===== src/rtl/psum_lane_collector_if.sv =====
// psum_lane_collector_if
// Stream bundle between a partial-sum producer and psum_lane_collector, and
// between the collector and the downstream masked-lane serial adder.
//   in_valid/in_ready/in_idx/in_data/in_last : per-lane write stream
//   out_valid/out_ready/ctr/data_out         : packed group handoff
//   err_idx                                  : sticky bad-lane-index flag
// The slave modport is the collector's view; master is the surrounding system.
interface psum_lane_collector_if #(
   parameter int NUM      = 4,
   parameter int bitwidth = 16
);
   localparam int IDXW = (NUM > 1) ? $clog2(NUM) : 1;

   logic                    in_valid;
   logic                    in_ready;
   logic [IDXW-1:0]         in_idx;
   logic [bitwidth-1:0]     in_data;
   logic                    in_last;
   logic                    out_valid;
   logic                    out_ready;
   logic [NUM-1:0]          ctr;
   logic [NUM*bitwidth-1:0] data_out;
   logic                    err_idx;

   modport slave (
      input  in_valid, in_idx, in_data, in_last, out_ready,
      output in_ready, out_valid, ctr, data_out, err_idx
   );

   modport master (
      output in_valid, in_idx, in_data, in_last, out_ready,
      input  in_ready, out_valid, ctr, data_out, err_idx
   );
endinterface


===== src/rtl/psum_lane_collector.sv =====
// psum_lane_collector
// Gathers per-lane partial sums (one per cycle) into a NUM-lane buffer and
// presents the packed vector plus its lane-valid mask in the ctr/data_out
// format of the serial adder. A repeated write to a lane accumulates (wrapping).
// A group closes on in_last or once every lane has been written.
// Ports:
//   clk  : rising-edge clock
//   rst  : asynchronous active-high reset
//   bus  : psum_lane_collector_if.slave (write stream, group handoff, err_idx)
module psum_lane_collector #(
   parameter int NUM      = 4,
   parameter int bitwidth = 16
) (
   input  logic                  clk,
   input  logic                  rst,
   psum_lane_collector_if.slave  bus
);
   localparam int IDXW = (NUM > 1) ? $clog2(NUM) : 1;

   typedef enum logic [0:0] {
      COLLECT = 1'b0,
      HOLD    = 1'b1
   } state_t;

   state_t                  state_r;
   state_t                  state_nxt_s;
   logic [NUM-1:0]          ctr_r;
   logic [NUM-1:0]          ctr_nxt_s;
   logic [NUM*bitwidth-1:0] data_r;
   logic [NUM*bitwidth-1:0] data_nxt_s;
   logic                    err_r;
   logic                    err_nxt_s;
   logic                    out_valid_r;
   logic                    accept_s;
   logic [NUM-1:0]          lane_sel_s;
   logic                    idx_ok_s;

   // Writes are taken only while collecting; ready depends on state alone.
   assign bus.in_ready  = (state_r == COLLECT);
   assign bus.out_valid = out_valid_r;
   assign bus.ctr       = ctr_r;
   assign bus.data_out  = data_r;
   assign bus.err_idx   = err_r;

   // Decode the target lane; an index matching no lane is out of range.
   always_comb begin
      accept_s   = bus.in_valid & (state_r == COLLECT);
      lane_sel_s = {NUM{1'b0}};
      for (int i = 0; i < NUM; i++) begin
         lane_sel_s[i] = (bus.in_idx == IDXW'(i));
      end
      idx_ok_s = |lane_sel_s;
   end

   // Next-state and buffer update: write/accumulate in COLLECT, clear on handoff.
   always_comb begin
      state_nxt_s = state_r;
      ctr_nxt_s   = ctr_r;
      data_nxt_s  = data_r;
      err_nxt_s   = err_r;
      case (state_r)
         COLLECT: begin
            if (accept_s) begin
               for (int i = 0; i < NUM; i++) begin
                  if (lane_sel_s[i]) begin
                     // First write loads the lane, later ones accumulate mod 2^bitwidth.
                     if (ctr_r[i]) begin
                        data_nxt_s[i*bitwidth +: bitwidth] =
                           data_r[i*bitwidth +: bitwidth] + bus.in_data;
                     end else begin
                        data_nxt_s[i*bitwidth +: bitwidth] = bus.in_data;
                     end
                     ctr_nxt_s[i] = 1'b1;
                  end else begin
                     ctr_nxt_s[i] = ctr_r[i];
                  end
               end
               if (!idx_ok_s) begin
                  err_nxt_s = 1'b1;
               end else begin
                  err_nxt_s = err_r;
               end
               // Close on explicit last or when this write completes the mask.
               if (bus.in_last || (&ctr_nxt_s)) begin
                  state_nxt_s = HOLD;
               end else begin
                  state_nxt_s = COLLECT;
               end
            end else begin
               state_nxt_s = COLLECT;
            end
         end
         HOLD: begin
            if (bus.out_ready) begin
               state_nxt_s = COLLECT;
               ctr_nxt_s   = {NUM{1'b0}};
               data_nxt_s  = {(NUM*bitwidth){1'b0}};
            end else begin
               state_nxt_s = HOLD;
            end
         end
         default: begin
            state_nxt_s = COLLECT;
         end
      endcase
   end

   // State and buffer registers; out_valid is registered alongside the state.
   always_ff @(posedge clk or posedge rst) begin
      if (rst) begin
         state_r     <= COLLECT;
         ctr_r       <= {NUM{1'b0}};
         data_r      <= {(NUM*bitwidth){1'b0}};
         err_r       <= 1'b0;
         out_valid_r <= 1'b0;
      end else begin
         state_r     <= state_nxt_s;
         ctr_r       <= ctr_nxt_s;
         data_r      <= data_nxt_s;
         err_r       <= err_nxt_s;
         out_valid_r <= (state_nxt_s == HOLD);
      end
   end
endmodule


===== src/flat_wrapper.sv =====
// flat-port wrapper written by rule: the top's interface ports become plain ports
module psum_lane_collector_flat 
#(
   parameter int NUM      = 4,
   parameter int bitwidth = 16
)
  (clk, rst, bus_in_valid, bus_in_idx, bus_in_data, bus_in_last, bus_out_ready, bus_in_ready, bus_out_valid, bus_ctr, bus_data_out, bus_err_idx);
  psum_lane_collector_if #(.NUM(NUM), .bitwidth(bitwidth)) bus_i ();
  input  logic clk;
  input  logic rst;
  input wire logic [$bits(bus_i.in_valid)-1:0] bus_in_valid;
  input wire logic [$bits(bus_i.in_idx)-1:0] bus_in_idx;
  input wire logic [$bits(bus_i.in_data)-1:0] bus_in_data;
  input wire logic [$bits(bus_i.in_last)-1:0] bus_in_last;
  input wire logic [$bits(bus_i.out_ready)-1:0] bus_out_ready;
  output wire logic [$bits(bus_i.in_ready)-1:0] bus_in_ready;
  output wire logic [$bits(bus_i.out_valid)-1:0] bus_out_valid;
  output wire logic [$bits(bus_i.ctr)-1:0] bus_ctr;
  output wire logic [$bits(bus_i.data_out)-1:0] bus_data_out;
  output wire logic [$bits(bus_i.err_idx)-1:0] bus_err_idx;
  assign bus_i.in_valid = bus_in_valid;
  assign bus_i.in_idx = bus_in_idx;
  assign bus_i.in_data = bus_in_data;
  assign bus_i.in_last = bus_in_last;
  assign bus_i.out_ready = bus_out_ready;
  assign bus_in_ready = bus_i.in_ready;
  assign bus_out_valid = bus_i.out_valid;
  assign bus_ctr = bus_i.ctr;
  assign bus_data_out = bus_i.data_out;
  assign bus_err_idx = bus_i.err_idx;
  psum_lane_collector #(.NUM(NUM), .bitwidth(bitwidth)) u_core (.clk(clk), .rst(rst), .bus(bus_i));
endmodule

===== config.mk =====
export PLATFORM = sky130hd
export DESIGN_NAME = psum_lane_collector_flat
export DESIGN_NICKNAME = d
export VERILOG_FILES = /design/src/rtl/psum_lane_collector_if.sv /design/src/rtl/psum_lane_collector.sv /design/src/flat_wrapper.sv
export SDC_FILE = /design/constraint.sdc
export NUM_CORES = 1
export LEC_CHECK = 0
export BUFFER_PORTS_ARGS = -buffer_cell sky130_fd_sc_hd__buf_2
export CAP_MARGIN = 20
export CORE_ASPECT_RATIO = 0.5
export CORE_MARGIN = 2
export CORE_UTILIZATION = 57
export DETAILED_ROUTE_END_ITERATION = 8
export MAX_ROUTING_LAYER = met4
export PLACE_DENSITY = 0.83
export SKIP_LAST_GASP = 1
export SYNTH_ARGS = -nofsm -noshare
export SYNTH_HDL_FRONTEND = slang
export SYNTH_SLANG_ARGS = --single-unit
export TNS_END_PERCENT = 50

===== constraint.sdc =====
create_clock -name clk -period 2.8 [get_ports clk]
set_input_delay 0.14 -clock clk [delete_from_list [all_inputs] [get_ports clk]]
set_output_delay 0.14 -clock clk [all_outputs]
set_load 0.01 [all_outputs]

==> results.py, run 1 <==
metrics = {
    "clocking": {
        "insertion_delay_ps": 350,
        "cts_tree": "done",
        "path_clk_slew_ps": 60,
        "cts_sinks": 70,
        "clockRootBuffer": "clkbuf_16",
        "cts_buffers": 9,
        "h-tree-depth": 3,
        "hold_buffers": 0,
        "clockBufferDepth": 2,
    },
    "timing": {
        "min_period_ps": 2680,
        "skew_ps": 11.3,
        "slew_headroom_pct": 38.4,
        "hold_viol_final": 0,
        "fmax_mhz": 372,
        "worst_slew_pin_slew_ps": 925,
        "timing.final.crit_share_pct": 95.9,
        "finalWorstSetupSlack_ps": 115,
        "slew_violations": 0,
        "rsz0062_at_grt": "true",
        "setup-violations-final": 0,
    },
    "drt": {
        "wire_per_inst_um": 18.3,
        "vias": 5727,
        "dr.pass1.iters": 7,
        "ant_nets": 0,
        "wirelength_mm": 17.0,
        "viasPerCell": 6.16,
        "drt_iter0_drc": 392,
        "drc_errors": 0,
    },
    "synthesis": {
        "synth-seq-cells": 70,
        "synthXorXnorAreaFrac_pct": 6.09,
        "ys_types": 57,
        "synthFlopType": "dfrtp_1",
        "synth_warnings": 0,
        "syn_inst": 699,
        "synth_top_area_cell": "dfrtp_1",
        "synth_top_family_by_area": "compound AO/OA/AOI/OAI gates",
        "synth.net_count": 786,
        "synth.most_common_cell": "o21ai_0",
        "synthSimpleGateAreaFrac_pct": 16.6,
        "synth.top_cell.area_share_pct": 29.7,
        "ys_seq_area_share_pct": 29.7,
        "synth_edf_count": 0,
        "synth_mux_area_share_pct": 4.78,
        "netlist_area_um2": 5890,
        "synth_adder_area_share_pct": 14.1,
        "synth-compound-area-share_pct": 25.2,
        "async_reset_ff_share_pct": 100,
        "synth_common_cells": "77 x o21ai_0, 70 x dfrtp_1, 62 x a21oi_1",
        "avgSynthCellArea_um2": 8.43,
        "synthTopCellsByArea": "dfrtp_1 30%, ha_1 13%, o21ai_0 6.5%",
    },
    "final_layout": {
        "utilization_pct": 67.8,
        "fillerInstances": 872,
        "area_delta_synth_final_pct": 16.3,
        "layout.nets": 871,
        "drive_gt1_share_pct": 18.0,
        "antenna_cells": 0,
    },
    "floorplanning": {
        "start_util_pct": 58.3,
        "coreArea_um2": 10100,
        "io_pins": 94,
        "die_h_um": 75.9,
        "die_area_um2": 11200,
        "die_w_um": 148,
        "num_rows": 26,
    },
    "grt": {
        "track_usage_pct": 31.6,
        "grt_max_degree": 71,
        "grt_pass1_wl_mm": 27.5,
        "grt_antenna_before_repair": 0,
        "overflow": 0,
        "grt_pass1_vias": 5440,
    },
    "critical_path": {
        "start_kind": "flip-flop",
        "rrSetupSlack_ps": 120,
        "rr_startpoint": "u_core.bus.data_out[32]",
        "cp.required_ps": 3040,
        "arrival_ps": 2920,
        "end_kind": "flip-flop",
        "crit_end": "u_core.bus.data_out[46]",
        "rr_worst_depth": 12,
        "path_max_fanout": 4,
        "worstSetupPathType": "reg2reg",
        "rr_endpoint": "u_core.bus.data_out[46]",
        "crit_start": "u_core.bus.data_out[32]",
    },
    "min_path": {
        "hold_path.class": "in2async",
    },
    "job": {
        "maxCapViolations": 0,
    },
    "pwr": {
        "irDropWorstVdd_mv": 0.361,
        "total_power_mw": 5.75,
        "power.density_nw_per_um2": 839,
        "power.leakage_nw": 3.40,
    },
    "place": {
        "numPortBuffers": 93,
        "post-place-ws_ps": 81.9,
        "dpl.hpwl_mm": 11.8,
        "routabilityCongestion": 0.944,
    },
    "status": {
        "status": "completed",
    },
}
what timing repair did:
action | in CTS | in global routing
endpoints found under the setup margin | 0 | 5
buffers inserted | 0 | 0
gates resized for setup | 0 | 9
metrics by stage:
stage	instance area (µm²)	setup TNS [ps]	hold slack [ps]	instances
global placement	6510	0	367	913
CTS	6830	0	77.7	929
global route	6860	-148	90.0	929
finish	6860	0	76.3	929
detailed placement	6510	0	362	913
floorplan	5890	0	239	699
power by group:
part | internal [mW] | total, mW | leakage (nW) | switching (mW)
clock network | 0.802 | 1.26 | 0.157 | 0.456
logic | 1.27 | 2.96 | 2.32 | 1.70
registers | 1.27 | 1.53 | 0.923 | 0.256
total | 3.34 | 5.75 | 3.40 | 2.41
area by class of cell:
class / count / area (µm²) / share of cell area (%)
Clock buffer: 12 / 246 / 3.59
Inverter: 24 / 90.1 / 1.31
Tap cell: 140 / 175 / 2.55
Multi-Input combinational cell: 574 / 3970 / 57.9
Clock inverter: 4 / 70.1 / 1.02
Timing Repair Buffer: 105 / 556 / 8.10
Sequential cell: 70 / 1750 / 25.5
layout by cell type (no fill, tap or decap), types with 14 or more instances in the layout:
master,n
buf_2,93
nand3_1,56
xor2_1,20
nand2_1,44
mux2i_1,27
inv_1,22
a21oi_1,61
xnor2_1,21
dfrtp_1,70
a21o_1,16
nor2_1,33
nor3_1,19
ha_1,59
o21ai_0,76
a211oi_1,14
worst max-delay path, cell delays in order (launching register included):
cell	delay, ps
dfrtp_1	380
ha_2	210
inv_1	60
fa_2	360
nor2b_2	120
o21ai_1	60
nand2b_1	110
a21o_2	160
a31o_4	190
a211oi_2	70
or4_1	530
a311oi_2	260
nor2_1	60
registers in the layout, summed over array words and instances, names as in the netlist:
signal and count:
u_core.bus.data_out 64, u_core.bus.ctr 4, u_core.bus.err_idx 1, u_core.state_r 1
worst min path at each step:
stage / start / to / slack, ps / depth (start not counted)
floorplan: bus_out_ready / u_core.bus.ctr[0] / 240 / 1
global placement: u_core.bus.err_idx / u_core.bus.err_idx / 370 / 0
detailed placement: u_core.bus.err_idx / u_core.bus.err_idx / 360 / 0
CTS: bus_out_ready / u_core.state_r / 80 / 2
global route: bus_out_ready / u_core.state_r / 90 / 2
finish: rst / u_core.bus.data_out[35] / 80 / 3
logic make-up (layout without fill, tap and decap cells):
logic type	after synthesis	count (layout)
mux	28	28
flops	70	70
fa+ha+maj	64	64
simple gates	202	202
buf+inv	55	145
xor+xnor	41	41
compound gates	239	239
metal layers:
metal | share of wire (%) | wire length [µm] | GRT usage, %
met5 | 0 | 0 | -
met2 | 44 | 7470 | 46.5
met3 | 7.5 | 1270 | 7.83
met4 | 3.9 | 662 | 13.1
met1 | 45 | 7630 | 41.8
(Power assumes the default switching activity.)
==> run 2, diff against run 1 <==
--- a/config.mk
+++ b/config.mk
@@ -11,7 +11,6 @@
 export CORE_MARGIN = 2
 export CORE_UTILIZATION = 57
 export DETAILED_ROUTE_END_ITERATION = 8
-export MAX_ROUTING_LAYER = met4
 export PLACE_DENSITY = 0.83
 export SKIP_LAST_GASP = 1
 export SYNTH_ARGS = -nofsm -noshare
==> results.py, run 2 (synthesis results as in run 1) <==
metrics = {
    "status": {
        "status": "completed",
    },
    "timing": {
        "rsz0062_at_grt": "true",
        "worst_slew_pin_slew_ps": 953,
        "setup-violations-final": 0,
        "hold_viol_final": 0,
        "finalWorstSetupSlack_ps": 84.6,
        "slew_violations": 0,
        "min_period_ps": 2720,
        "slew_headroom_pct": 36.5,
        "timing.final.crit_share_pct": 97.0,
        "skew_ps": 7.65,
        "fmax_mhz": 368,
    },
    "final_layout": {
        "drive_gt1_share_pct": 17.6,
        "area_delta_synth_final_pct": 15.3,
        "largest_reg_flops": 64,
        "ff_latch_area_um2": 1750,
        "layout.nets": 872,
        "fillerInstances": 824,
        "fin_area_um2": 6800,
        "post_layout_nonfiller_instances": 930,
        "final_cell_mix": "93 x buf_2, 76 x o21ai_0, 70 x dfrtp_1",
        "multi_input_area_um2": 3950,
        "final_common_cell": "buf_2",
        "antenna_cells": 0,
    },
    "pwr": {
        "power.density_nw_per_um2": 817,
        "irDropWorstVdd_mv": 0.371,
        "power.leakage_nw": 3.39,
    },
    "clocking": {
        "cts_sinks": 70,
        "h-tree-depth": 3,
        "postCtsSetupRepairBufs": 0,
        "clockBufferDepth": 2,
        "cts_resized": 0,
        "insertion_delay_ps": 350,
        "hold_buffers": 0,
        "cts_buffers": 9,
        "path_clk_slew_ps": 60,
        "cts_tree": "done",
        "clockRootBuffer": "clkbuf_16",
    },
    "critical_path": {
        "rr_endpoint": "u_core.bus.data_out[46]",
        "worstPathCellList": "ha_1, inv_1, fa_1, nor2b_1, o21ai_1, nand2b_1, a21o_2, a31o_4, a211oi_2, or4_1, a311oi_1, nor2_1",
        "cp.required_ps": 3030,
        "cpPeakStageDelay_ps": 500,
        "critPathBufInv": 1,
        "rr_worst_depth": 12,
        "end_kind": "flip-flop",
        "path_max_fanout": 4,
        "arrival_ps": 2940,
        "critPathSlowestCell": "or4_1",
        "start_kind": "flip-flop",
        "cp_top_family": "simple AND/OR/NAND/NOR gates",
        "worstSetupPathType": "reg2reg",
        "rrSetupSlack_ps": 80,
        "rr_startpoint": "u_core.bus.data_out[32]",
    },
    "grt": {
        "grt_util_met3_pct": 7.05,
        "grt_pass1_wl_mm": 27.0,
        "grt_max_degree": 71,
        "track_usage_pct": 30.1,
        "overflow": 0,
        "grtUsageMet1_pct": 40.0,
        "grt_pass1_vias": 5415,
        "grt_antenna_before_repair": 0,
        "grt.busiest_layer": "met2",
        "grtUsageMet2_pct": 47.3,
    },
    "drt": {
        "dr.pass1.iters": 5,
        "wire_per_inst_um": 18.2,
        "drt_iter0_drc": 346,
        "ant_nets": 0,
        "vias": 5769,
        "drc_errors": 0,
        "wirelength_mm": 17.0,
        "viasPerCell": 6.20,
    },
    "floorplanning": {
        "io_pins": 94,
        "num_rows": 26,
        "die_h_um": 75.9,
        "start_util_pct": 58.3,
        "coreArea_um2": 10100,
        "die_area_um2": 11200,
        "die_w_um": 148,
    },
    "place": {
        "numPortBuffers": 93,
        "dpl.hpwl_mm": 11.9,
        "placed_area_um2": 6520,
        "placed_cells": 914,
        "post-place-ws_ps": 98.4,
        "routabilityCongestion": 0.939,
    },
    "min_path": {
        "hold_path.class": "in2async",
    },
    "job": {
        "maxCapViolations": 0,
    },
}
[run 2: how the worst max path moves through the flow]
stage	start	endpoint	slack (ps)	cells past startpoint
2_1_floorplan	u_core.bus.data_out[32]	u_core.bus.data_out[46]	230	12
3_3_place_gp	bus_in_data[1]	u_core.bus.data_out[46]	190	12
3_5_place_dp	bus_in_data[1]	u_core.bus.data_out[30]	100	12
4_1_cts	u_core.bus.data_out[16]	u_core.bus.data_out[28]	40	11
5_1_grt	u_core.bus.data_out[32]	u_core.bus.data_out[46]	-70	12
6_report	u_core.bus.data_out[32]	u_core.bus.data_out[46]	80	12
[run 2: cell type report]
type	count	area share (%)
multi-input combinational	574	58.1
tap	140	2.58
sequential	70	25.8
clock inverter	5	0.368
timing repair buffer	106	8.28
inverter	24	1.33
clock buffer	11	3.57
[run 2: worst min-delay path, delay by kind of cell]
kind | cells | cell delay [ps]
buffers and inverters | 3 | 840
[run 2: power breakdown]
part	internal, mW	leakage, nW	switching [mW]	total, mW
Sequential	1.27	0.923	0.252	1.53
Clock	0.616	0.139	0.466	1.08
Combinational	1.27	2.32	1.68	2.95
[run 2: layer usage]
metal  up-vias  share of wire [%]
met4         0                3.4
li1       2747                  -
met5         -                  0
met3        42                7.8
met1      2746                 43
met2       234                 45
[run 2: through the flow]
| step | setup TNS (ps) | power (mW) | util (%) | hold WS (ps) |
|---|---|---|---|---|
| 3_5_place_dp | 0 | 4.41 | 64.4 | 364 |
| 2_1_floorplan | 0 | 3.62 | - | 239 |
| 3_3_place_gp | 0 | 4.31 | 64.4 | 367 |
| 5_1_grt | -69.9 | 5.96 | 67.2 | 96.6 |
| 6_report | 0 | 5.56 | 67.2 | 76.6 |
| 4_1_cts | 0 | 5.51 | 67.1 | 81.3 |
==> run 3, diff against run 2 <==
--- a/config.mk
+++ b/config.mk
@@ -11,7 +11,7 @@
 export CORE_MARGIN = 2
 export CORE_UTILIZATION = 57
 export DETAILED_ROUTE_END_ITERATION = 8
-export PLACE_DENSITY = 0.83
+export PLACE_DENSITY = 0.8
 export SKIP_LAST_GASP = 1
 export SYNTH_ARGS = -nofsm -noshare
 export SYNTH_HDL_FRONTEND = slang
==> results.py, run 3 (synthesis results as in run 1) <==
metrics = {
    "min_path": {
        "hold_path_end": "u_core.bus.ctr[0]",
        "hold_path.class": "in2reg",
        "hold_start": "bus_out_ready",
        "min_path_cells": 2,
    },
    "timing": {
        "min_period_ps": 2780,
        "setup-violations-final": 0,
        "hold_viol_final": 0,
        "skew_ps": 8.24,
        "fmax_mhz": 360,
        "slew_violations": 0,
        "worst_slew_pin_slew_ps": 808,
        "timing.final.crit_share_pct": 99.2,
        "finalWorstSetupSlack_ps": 22.1,
        "rsz0062_at_grt": "true",
        "slew_headroom_pct": 46.0,
    },
    "final_layout": {
        "largest_reg_flops": 64,
        "antenna_cells": 0,
        "post_layout_nonfiller_instances": 934,
        "utilization_pct": 68.3,
        "fillerInstances": 809,
        "drive_gt1_share_pct": 18.3,
        "fin_area_um2": 6910,
        "area_delta_synth_final_pct": 17.3,
        "final_cell_mix": "93 x buf_2, 74 x o21ai_0, 70 x dfrtp_1",
        "layout.nets": 876,
        "final_common_cell": "buf_2",
    },
    "critical_path": {
        "worstSetupPathType": "reg2reg",
        "cp.required_ps": 3020,
        "start_kind": "flip-flop",
        "path_max_fanout": 4,
        "end_kind": "flip-flop",
        "critPathSlowestCell": "or4_1",
        "cp_top_family": "simple AND/OR/NAND/NOR gates",
        "rr_worst_depth": 12,
        "cpPeakStageDelay_ps": 530,
        "rr_endpoint": "u_core.bus.data_out[46]",
        "critPathBufInv": 1,
        "rrSetupSlack_ps": 20,
        "arrival_ps": 3000,
        "worstPathCellList": "ha_2, inv_1, fa_1, nor2b_1, o21ai_1, nand2b_1, a21o_2, a31o_4, a211oi_2, or4_1, a311oi_2, nor2_1",
        "rr_startpoint": "u_core.bus.data_out[32]",
    },
    "floorplanning": {
        "die_area_um2": 11200,
        "num_rows": 26,
        "die_w_um": 148,
        "io_pins": 94,
        "start_util_pct": 58.3,
        "coreArea_um2": 10100,
        "die_h_um": 75.9,
    },
    "clocking": {
        "path_clk_slew_ps": 60,
        "cts_buffers": 9,
        "postCtsSetupRepairBufs": 0,
        "cts_sinks": 70,
        "cts_tree": "done",
        "clockRootBuffer": "clkbuf_16",
        "insertion_delay_ps": 340,
        "clockBufferDepth": 2,
        "h-tree-depth": 3,
    },
    "place": {
        "placed_area_um2": 6540,
        "dpl.hpwl_mm": 12.4,
        "placed_cells": 917,
        "post-place-ws_ps": 64.6,
        "numPortBuffers": 93,
        "routabilityCongestion": 0.921,
    },
    "grt": {
        "overflow": 0,
        "grt_pass1_vias": 5544,
        "track_usage_pct": 31.1,
        "grt_antenna_before_repair": 0,
        "grt_pass1_wl_mm": 27.7,
        "grt_max_degree": 29,
    },
    "drt": {
        "viasPerCell": 6.19,
        "dr.pass1.iters": 5,
        "vias": 5780,
        "drc_errors": 0,
        "wirelength_mm": 17.2,
        "drt_iter0_drc": 414,
        "ant_nets": 0,
        "wire_per_inst_um": 18.4,
    },
    "pwr": {
        "power.leakage_nw": 3.43,
        "irDropWorstVdd_mv": 0.368,
        "power.density_nw_per_um2": 836,
    },
    "status": {
        "status": "completed",
    },
    "job": {
        "maxCapViolations": 0,
    },
}
-- run 3: cell types whose count changed in the layout (fill, tap and decap cells not counted), sizes merged --
cell	delta
clkbuf	+2
bufinv	+2
dlygate4sd3	+1
buf	+3
clkinv	-4
-- run 3: layer usage --
layer / vias up / global-route usage (%) / share of wire (%)
li1: 2760 / - / -
met1: 2749 / 42.3 / 44
met2: 224 / 49.4 / 45
met3: 47 / 5.60 / 7.9
met4: 0 / 12.5 / 3.3
met5: - / 0 / 0
-- run 3: layout make-up --
| class | instances | area, µm² | share of cell area, % |
|---|---|---|---|
| clock inverter | 3 | 65.1 | 0.941 |
| tap | 140 | 175 | 2.53 |
| multi-input combinational | 574 | 3970 | 57.4 |
| timing repair buffer | 110 | 596 | 8.62 |
| sequential | 70 | 1750 | 25.3 |
| inverter | 24 | 90.1 | 1.30 |
| clock buffer | 13 | 270 | 3.91 |
-- run 3: report_power, final --
group	switching, mW	internal (mW)	total (mW)
registers	0.286	1.27	1.56
logic	1.65	1.27	2.92
clock network	0.452	0.853	1.30
total	2.38	3.40	5.78
-- run 3: repair_timing --
| action | in CTS | in global routing |
|---|---|---|
| setup endpoints to repair | 1 | 7 |
| resized for setup | 1 | 8 |
| endpoints found under the hold margin | 20 | 0 |
| pin swaps | 0 | 2 |
| hold buffers | 1 | 0 |
-- run 3: worst max path at each step --
stage | start | to | slack, ps | depth (start not counted)
4_1_cts | u_core.bus.data_out[32] | u_core.bus.data_out[46] | 0.7 | 12
6_report | u_core.bus.data_out[32] | u_core.bus.data_out[46] | 20 | 12
5_1_grt | u_core.bus.data_out[32] | u_core.bus.data_out[46] | -100 | 12
3_5_place_dp | u_core.bus.data_out[32] | u_core.bus.data_out[46] | 60 | 12
2_1_floorplan | u_core.bus.data_out[32] | u_core.bus.data_out[46] | 230 | 12
3_3_place_gp | bus_in_data[1] | u_core.bus.data_out[28] | 210 | 11
-- run 3: metrics by stage --
step           total power [mW]  setup TNS [ps]  hold WS (ps)
3_3_place_gp               4.31               0           181
2_1_floorplan              3.62               0           239
3_5_place_dp               4.40               0           188
5_1_grt                    6.20            -162           103
4_1_cts                    5.74               0          90.9
6_report                   5.78               0          98.0
